**config.mk**
```make
export PLATFORM = sky130hd
export DESIGN_NAME = trace_capture_unit_flat
export DESIGN_NICKNAME = d
export VERILOG_FILES = /design/src/rtl/trace_capture_unit_pkg.sv /design/src/rtl/trace_capture_unit_if.sv /design/src/rtl/trace_capture_unit_fifo.sv /design/src/rtl/trace_capture_unit.sv /design/src/flat_wrapper.sv
export SDC_FILE = /design/constraint.sdc
export NUM_CORES = 1
export LEC_CHECK = 0
export ABC_AREA = 1
export CAP_MARGIN = 5
export CORE_MARGIN = 2
export CORE_UTILIZATION = 30
export CTS_BUF_LIST = sky130_fd_sc_hd__clkbuf_4 sky130_fd_sc_hd__clkbuf_8
export DETAILED_ROUTE_END_ITERATION = 10
export PLACE_DENSITY_LB_ADDON = 0.05
export SLEW_MARGIN = 15
export SYNTH_ARGS = -nofsm -noshare
export SYNTH_HDL_FRONTEND = slang
export SYNTH_SLANG_ARGS = --single-unit
```
**constraint.sdc**
```tcl
create_clock -name clk_i -period 5.4 [get_ports clk_i]
set_clock_uncertainty 0.1 [all_clocks]
set_input_delay 1.62 -clock clk_i [delete_from_list [all_inputs] [get_ports clk_i]]
set_output_delay 1.62 -clock clk_i [all_outputs]
set_load 0.005 [all_outputs]
```
**src/rtl/trace_capture_unit_pkg.sv**
```systemverilog
// rtl/trace_capture_unit_pkg.sv - shared types and constants for the trace capture unit
package trace_pkg;

  localparam int XLEN_DEF       = 32;
  localparam int DEPTH_DEF      = 16;
  localparam int MAX_CYCLES_DEF = 30;
  localparam int CYCW_DEF       = $clog2(MAX_CYCLES_DEF + 1);

  localparam logic MODE_ALL = 1'b0;
  localparam logic MODE_WB  = 1'b1;

  typedef enum logic [1:0] {
    IDLE  = 2'd0,
    RUN   = 2'd1,
    DRAIN = 2'd2,
    DONE  = 2'd3
  } state_t;

  typedef struct packed {
    logic [CYCW_DEF-1:0] cycle;
    logic [XLEN_DEF-1:0] pc;
    logic [4:0]          rd;
    logic [XLEN_DEF-1:0] data;
  } trace_entry_t;

endpackage

```
**src/rtl/trace_capture_unit_if.sv**
```systemverilog
// rtl/trace_capture_unit_if.sv - trace drain stream between the tracer and its consumer
interface trace_capture_unit_if #(
  parameter int XLEN = 32,
  parameter int CYCW = 5
);
  logic            trace_valid_o;
  logic            trace_ready_i;
  logic [CYCW-1:0] trace_cycle_o;
  logic [XLEN-1:0] trace_pc_o;
  logic [4:0]      trace_rd_o;
  logic [XLEN-1:0] trace_data_o;

  modport master (
    output trace_valid_o, trace_cycle_o, trace_pc_o, trace_rd_o, trace_data_o,
    input  trace_ready_i
  );

  modport slave (
    input  trace_valid_o, trace_cycle_o, trace_pc_o, trace_rd_o, trace_data_o,
    output trace_ready_i
  );
endinterface

```
**src/rtl/trace_capture_unit_fifo.sv**
```systemverilog
// rtl/trace_capture_unit_fifo.sv - synchronous FIFO with wrap-around pointers and occupancy count
module trace_fifo #(
  parameter int WIDTH = 8,
  parameter int DEPTH = 16
) (
  input  logic                       clk_i,
  input  logic                       rst_i,
  input  logic                       push_i,
  input  logic [WIDTH-1:0]           wdata_i,
  input  logic                       pop_i,
  output logic [WIDTH-1:0]           rdata_o,
  output logic                       full_o,
  output logic                       empty_o,
  output logic [$clog2(DEPTH):0]     count_o
);
  localparam int AW = $clog2(DEPTH);

  logic [WIDTH-1:0] mem_q [DEPTH];
  logic [AW-1:0]    wr_ptr_q, rd_ptr_q;
  logic [AW:0]      count_q;
  logic             do_push, do_pop;

  assign empty_o = (count_q == '0);
  assign full_o  = (count_q == (AW+1)'(DEPTH));
  assign count_o = count_q;
  assign do_pop  = pop_i && !empty_o;
  // A pop frees the slot the push needs, so a full FIFO still accepts on a pop cycle.
  assign do_push = push_i && (!full_o || do_pop);
  assign rdata_o = empty_o ? '0 : mem_q[rd_ptr_q];

  always_ff @(posedge clk_i) begin
    if (do_push) mem_q[wr_ptr_q] <= wdata_i;
  end

  always_ff @(posedge clk_i or posedge rst_i) begin
    if (rst_i) begin
      wr_ptr_q <= '0;
      rd_ptr_q <= '0;
      count_q  <= '0;
    end else begin
      if (do_push) wr_ptr_q <= wr_ptr_q + 1'b1;
      if (do_pop)  rd_ptr_q <= rd_ptr_q + 1'b1;
      case ({do_push, do_pop})
        2'b10:   count_q <= count_q + 1'b1;
        2'b01:   count_q <= count_q - 1'b1;
        default: count_q <= count_q;
      endcase
    end
  end
endmodule

```
**src/rtl/trace_capture_unit.sv**
```systemverilog
// rtl/trace_capture_unit.sv - cycle-windowed PC/writeback tracer with overflow accounting
module trace_capture_unit
  import trace_pkg::*;
#(
  parameter int XLEN       = 32,
  parameter int DEPTH      = 16,
  parameter int MAX_CYCLES = 30,
  parameter int CYCW       = $clog2(MAX_CYCLES + 1)
) (
  input  logic                 clk_i,
  input  logic                 rst_i,
  input  logic                 start_i,
  input  logic                 mode_i,
  input  logic [XLEN-1:0]      pc_i,
  input  logic                 rd_we_i,
  input  logic [4:0]           rd_addr_i,
  input  logic [XLEN-1:0]      rd_data_i,
  trace_capture_unit_if.master trc,
  output logic                 busy_o,
  output logic                 done_o,
  output logic                 overflow_o,
  output logic [CYCW-1:0]      dropped_o
);
  typedef struct packed {
    logic [CYCW-1:0] cycle;
    logic [XLEN-1:0] pc;
    logic [4:0]      rd;
    logic [XLEN-1:0] data;
  } entry_t;

  state_t          state_q;
  logic            mode_q, busy_q, done_q, overflow_q;
  logic [CYCW-1:0] cyc_q, dropped_q;

  entry_t              wentry, hentry;
  logic                wb_hit, push_req, pop, full, empty, drop, last_pop;
  logic [$clog2(DEPTH):0] count;

  assign wb_hit   = rd_we_i && (rd_addr_i != 5'd0);
  assign push_req = (state_q == RUN) && ((mode_q == MODE_ALL) || wb_hit);
  assign pop      = !empty && trc.trace_ready_i;
  assign drop     = push_req && full && !pop;
  assign last_pop = pop && (count == ($clog2(DEPTH)+1)'(1));

  always_comb begin
    wentry       = '0;
    wentry.cycle = cyc_q;
    wentry.pc    = pc_i;
    wentry.rd    = wb_hit ? rd_addr_i : 5'd0;
    wentry.data  = wb_hit ? rd_data_i : '0;
  end

  trace_fifo #(.WIDTH($bits(entry_t)), .DEPTH(DEPTH)) u_fifo (
    .clk_i   (clk_i),
    .rst_i   (rst_i),
    .push_i  (push_req),
    .wdata_i (wentry),
    .pop_i   (pop),
    .rdata_o (hentry),
    .full_o  (full),
    .empty_o (empty),
    .count_o (count)
  );

  assign trc.trace_valid_o = !empty;
  assign trc.trace_cycle_o = hentry.cycle;
  assign trc.trace_pc_o    = hentry.pc;
  assign trc.trace_rd_o    = hentry.rd;
  assign trc.trace_data_o  = hentry.data;

  assign busy_o     = busy_q;
  assign done_o     = done_q;
  assign overflow_o = overflow_q;
  assign dropped_o  = dropped_q;

  always_ff @(posedge clk_i or posedge rst_i) begin
    if (rst_i) begin
      state_q    <= IDLE;
      mode_q     <= MODE_ALL;
      cyc_q      <= '0;
      busy_q     <= 1'b0;
      done_q     <= 1'b0;
      overflow_q <= 1'b0;
      dropped_q  <= '0;
    end else begin
      if (drop) begin
        overflow_q <= 1'b1;
        if (dropped_q != '1) dropped_q <= dropped_q + 1'b1;
      end
      case (state_q)
        IDLE, DONE: begin
          if (start_i) begin
            state_q    <= RUN;
            mode_q     <= mode_i;
            cyc_q      <= '0;
            overflow_q <= 1'b0;
            dropped_q  <= '0;
            busy_q     <= 1'b1;
            done_q     <= 1'b0;
          end
        end
        RUN: begin
          if (cyc_q == CYCW'(MAX_CYCLES - 1)) begin
            state_q <= DRAIN;
          end else begin
            cyc_q <= cyc_q + 1'b1;
          end
        end
        DRAIN: begin
          if (empty || last_pop) begin
            state_q <= DONE;
            busy_q  <= 1'b0;
            done_q  <= 1'b1;
          end
        end
        default: state_q <= IDLE;
      endcase
    end
  end
endmodule

```
**src/flat_wrapper.sv**
```systemverilog
// flat-port wrapper written by rule: the top's interface ports become plain ports
module trace_capture_unit_flat import trace_pkg::*;
#(
  parameter int XLEN       = 32,
  parameter int DEPTH      = 16,
  parameter int MAX_CYCLES = 30,
  parameter int CYCW       = $clog2(MAX_CYCLES + 1)
)
  (clk_i, rst_i, start_i, mode_i, pc_i, rd_we_i, rd_addr_i, rd_data_i, busy_o, done_o, overflow_o, dropped_o, trc_trace_valid_o, trc_trace_cycle_o, trc_trace_pc_o, trc_trace_rd_o, trc_trace_data_o, trc_trace_ready_i);
  trace_capture_unit_if #(.XLEN(XLEN), .CYCW(CYCW)) trc_i ();
  input  logic clk_i;
  input  logic rst_i;
  input  logic start_i;
  input  logic mode_i;
  input  logic [XLEN-1:0] pc_i;
  input  logic rd_we_i;
  input  logic [4:0] rd_addr_i;
  input  logic [XLEN-1:0] rd_data_i;
  output logic busy_o;
  output logic done_o;
  output logic overflow_o;
  output logic [CYCW-1:0] dropped_o;
  output wire logic [$bits(trc_i.trace_valid_o)-1:0] trc_trace_valid_o;
  output wire logic [$bits(trc_i.trace_cycle_o)-1:0] trc_trace_cycle_o;
  output wire logic [$bits(trc_i.trace_pc_o)-1:0] trc_trace_pc_o;
  output wire logic [$bits(trc_i.trace_rd_o)-1:0] trc_trace_rd_o;
  output wire logic [$bits(trc_i.trace_data_o)-1:0] trc_trace_data_o;
  input wire logic [$bits(trc_i.trace_ready_i)-1:0] trc_trace_ready_i;
  assign trc_trace_valid_o = trc_i.trace_valid_o;
  assign trc_trace_cycle_o = trc_i.trace_cycle_o;
  assign trc_trace_pc_o = trc_i.trace_pc_o;
  assign trc_trace_rd_o = trc_i.trace_rd_o;
  assign trc_trace_data_o = trc_i.trace_data_o;
  assign trc_i.trace_ready_i = trc_trace_ready_i;
  trace_capture_unit #(.XLEN(XLEN), .DEPTH(DEPTH), .MAX_CYCLES(MAX_CYCLES), .CYCW(CYCW)) u_core (.clk_i(clk_i), .rst_i(rst_i), .start_i(start_i), .mode_i(mode_i), .pc_i(pc_i), .rd_we_i(rd_we_i), .rd_addr_i(rd_addr_i), .rd_data_i(rd_data_i), .trc(trc_i), .busy_o(busy_o), .done_o(done_o), .overflow_o(overflow_o), .dropped_o(dropped_o));
endmodule
```
==> qor.csv <==
metric,value,unit
status,finished clean,
Lkg Pwr,19.7,nW
Yosys cell types,27,
TritonRoute pass-1 iters,5,
share of Yosys cell area claimed by the top area cell type,72.7,%
sequential area share after synthesis,74.2,%
worst hold slack,381,ps
Slew Limit Fails,0,
initial antenna violation count,7,
"Max FO, Critical Path",38,
synthesized area per cell,12.4,sq um
switch share,38.2,%
Total Nets Final,4326,
worst flop-to-flop path startpoint,u_core.u_fifo.count_o[0],
Final GP Congestion,0.709,
HP Class,reg -> reg,
core area,0.162,sq mm
period utilization,97.7,%
RSZ-0062 raised after global routing,yes,
CTS Hold Buffers Added,0,
crit end category,primary output,
Mapped Cells,3955,
total CTS buffers,218,
Finished Layout Cells,6568,
Post-synth top flop,edfxtp_1,
worst vdd ir,0.000376,V
drt drc,0,
Register Area,0.0363,sq mm
First DRT Iteration DRCs,2335,
Die ar.,0.166,sq mm
via density per instance,4.82,
Critical Path AT,3560,ps
CTS sink count,1213,
Logic pwr share,39.0,%
Setup Crit Path Kind,reg -> out,
die width,408,um
largest net degree at the start of global routing,105,
share of post-route cells with drive strength above 1,12.6,%
clock power share,26.0,%
Psw,12.4,mW
Worst Hold Launch,u_core.done_o,
multi-input logic area,0.0112,sq mm
Final Util,36.0,%
Post-synth EDFFs,1184,
Area Overhead vs Synth,19.4,%
Placed Instances,6161,
Die Height,408,um
Worst-Margin Slew,1090,ps
GRT Util Overall,18.7,%
cell accounting for the most synthesized area,edfxtp_1,
dpl hpwl,79300,um
startpoint types,flip-flop,
drt wl/cell,24.4,um
crit path launch,u_core.u_fifo.rd_ptr_q[0],
WP data required,3680,ps
min Tclk post-route,5280,ps
CP Cell Sequence,buf_12 -> buf_16 -> buf_16 -> nor2_1 -> nor2_1 -> o21ai_0 -> nand3_1 -> nand3_1 -> a21oi_1 -> clkdlybuf4s50_1,
CTS tree,done,
commonest cells in the netlist,"1184 x edfxtp_1, 1051 x nor2_1, 565 x o21ai_0",
total negative slack,0,ps
clock-pin slew on the worst setup and hold paths,60,ps
Detail Route Antenna Nets,0,
Seq pwr share,35.0,%
CP peak stage delay,550,ps
CTS Buffer Depth,3,
IO Port Bufs,157,
Initial Util,30.1,%
"Max stage delay cell, worst path",clkdlybuf4s50_1,
final wirelength,160000,um
Seq cells post-synth,1213,
GRT Residual Overflow,0,
Fmax,0.190,GHz
Final Power,32.5,mW
"Async S/R FF share, synth",2.39,%
vias in the first global route,31800,
DR vias,31700,
Yosys Warn Count,0,
setup violators final,0,
Int Power,20.1,mW
Root Buffer,clkbuf_8,
IO Count,158,
Syn Nets,4046,
row count,148,
clock latency on the worst-skew pair,910,ps
top-count cell post-synth,edfxtp_1,
fillers,16100,
first-pass GRT wire length,229000,um
largest cells by area after synthesis,"edfxtp_1 73%, nor2_1 8.1%, o21ai_0 5.8%",
Final Hold Viols,0,
H-tree depth,4,
Max-Cap Viols,0,
Rel. slew slack,27.3,%
mapped cell area,0.0489,sq mm
Power Density,556,mW/mm^2
[cell usage in the layout (no fill, tap or decap), types with 89 or more instances in the layout]
master,synthesis,final
buf_4,26,92
clkbuf_4,0,89
clkbuf_8,0,220
clkdlybuf4s50_1,0,156
edfxtp_1,1184,1184
nand2_1,211,211
nand3_1,345,342
nor2_1,1051,1034
o211ai_1,115,115
o21ai_0,565,565
[worst paths after layout]
path	to	slack (ps)	depth (start not counted)
max	trc_trace_rd_o[2]	120	10
max in group asynchronous	u_core.u_fifo.rd_ptr_q[1]	3820	3
min in group asynchronous	u_core.busy_o	1020	3
min reg2reg	u_core.done_o	380	2
max reg2reg	u_core.u_fifo.mem_q[6][41]	2120	8
min	u_core.done_o	380	2
[critical path: cells and delay by family, from the launching register on]
family          cells  cell delay [ps]
compound gates      2              400
buf+inv             4             1180
flops               1              510
simple gates        4              480
[state kept, by name, indices dropped and copies added (netlist names)]
register / cells
u_core.busy_o: 1
u_core.cyc_q: 5
u_core.done_o: 1
u_core.dropped_o: 5
u_core.mode_q: 1
u_core.overflow_o: 1
u_core.state_q: 2
u_core.u_fifo.count_o: 5
u_core.u_fifo.mem_q: 1184
u_core.u_fifo.rd_ptr_q: 4
u_core.u_fifo.wr_ptr_q: 4
[cell families after synthesis]
group,count (synthesis),synth area share [%]
flip-flops,1213,74.2
buffers and inverters,333,3.44
XOR/XNOR,13,0.233
adder cells (fa/ha/maj),16,0.409
AO/OA/AOI/OAI,763,8.41
AND/OR/NAND/NOR,1617,13.3
[timing repair]
| item | in CTS | in global routing |
|---|---|---|
| gates cloned | 6 | 9 |
| pin swaps | 1 | 2 |
| setup buffers | 10 | 3 |
| resized for setup | 49 | 17 |
| endpoints found under the setup margin | 74 | 44 |
[power groups by stage]
stage	Combinational [mW]	Clock (mW)	Sequential, mW
2_1_floorplan	6.64	0	11.5
3_3_place_gp	12.0	0	11.6
4_1_cts	12.6	8.73	11.4
6_report	12.6	8.44	11.4
5_1_grt	13.9	9.11	11.4
3_5_place_dp	11.9	0	11.6
[layout make-up]
class,instances,area share (%)
multi-input combinational,2409,19.2
clock buffer,309,6.33
timing repair inverter,4,0.0685
inverter,76,0.653
antenna,4,0.0171
timing repair buffer,313,6.21
sequential,1213,62.1
clock inverter,65,0.754
tap,2175,4.66
[stage by stage]
stage                     worst slack (ps)  cell area [sq um]
after CTS                            -24.6              58100
after global routing                 -61.3              58400
after floorplan                       -622              48900
after global placement                 495              53500
final                                  125              58400
after detailed placement               478              53500
[per-layer routing]
| metal | up-vias | GRT usage, % | part of all wire (%) |
|---|---|---|---|
| li1 | 14800 | - | - |
| met1 | 16000 | 26.9 | 48 |
| met3 | 214 | 3.06 | 4.0 |
| met4 | 4 | 4.68 | 1.7 |
| met2 | 676 | 29.4 | 46 |
| met5 | - | 0 | 0.013 |
(Power assumes the default switching activity.)
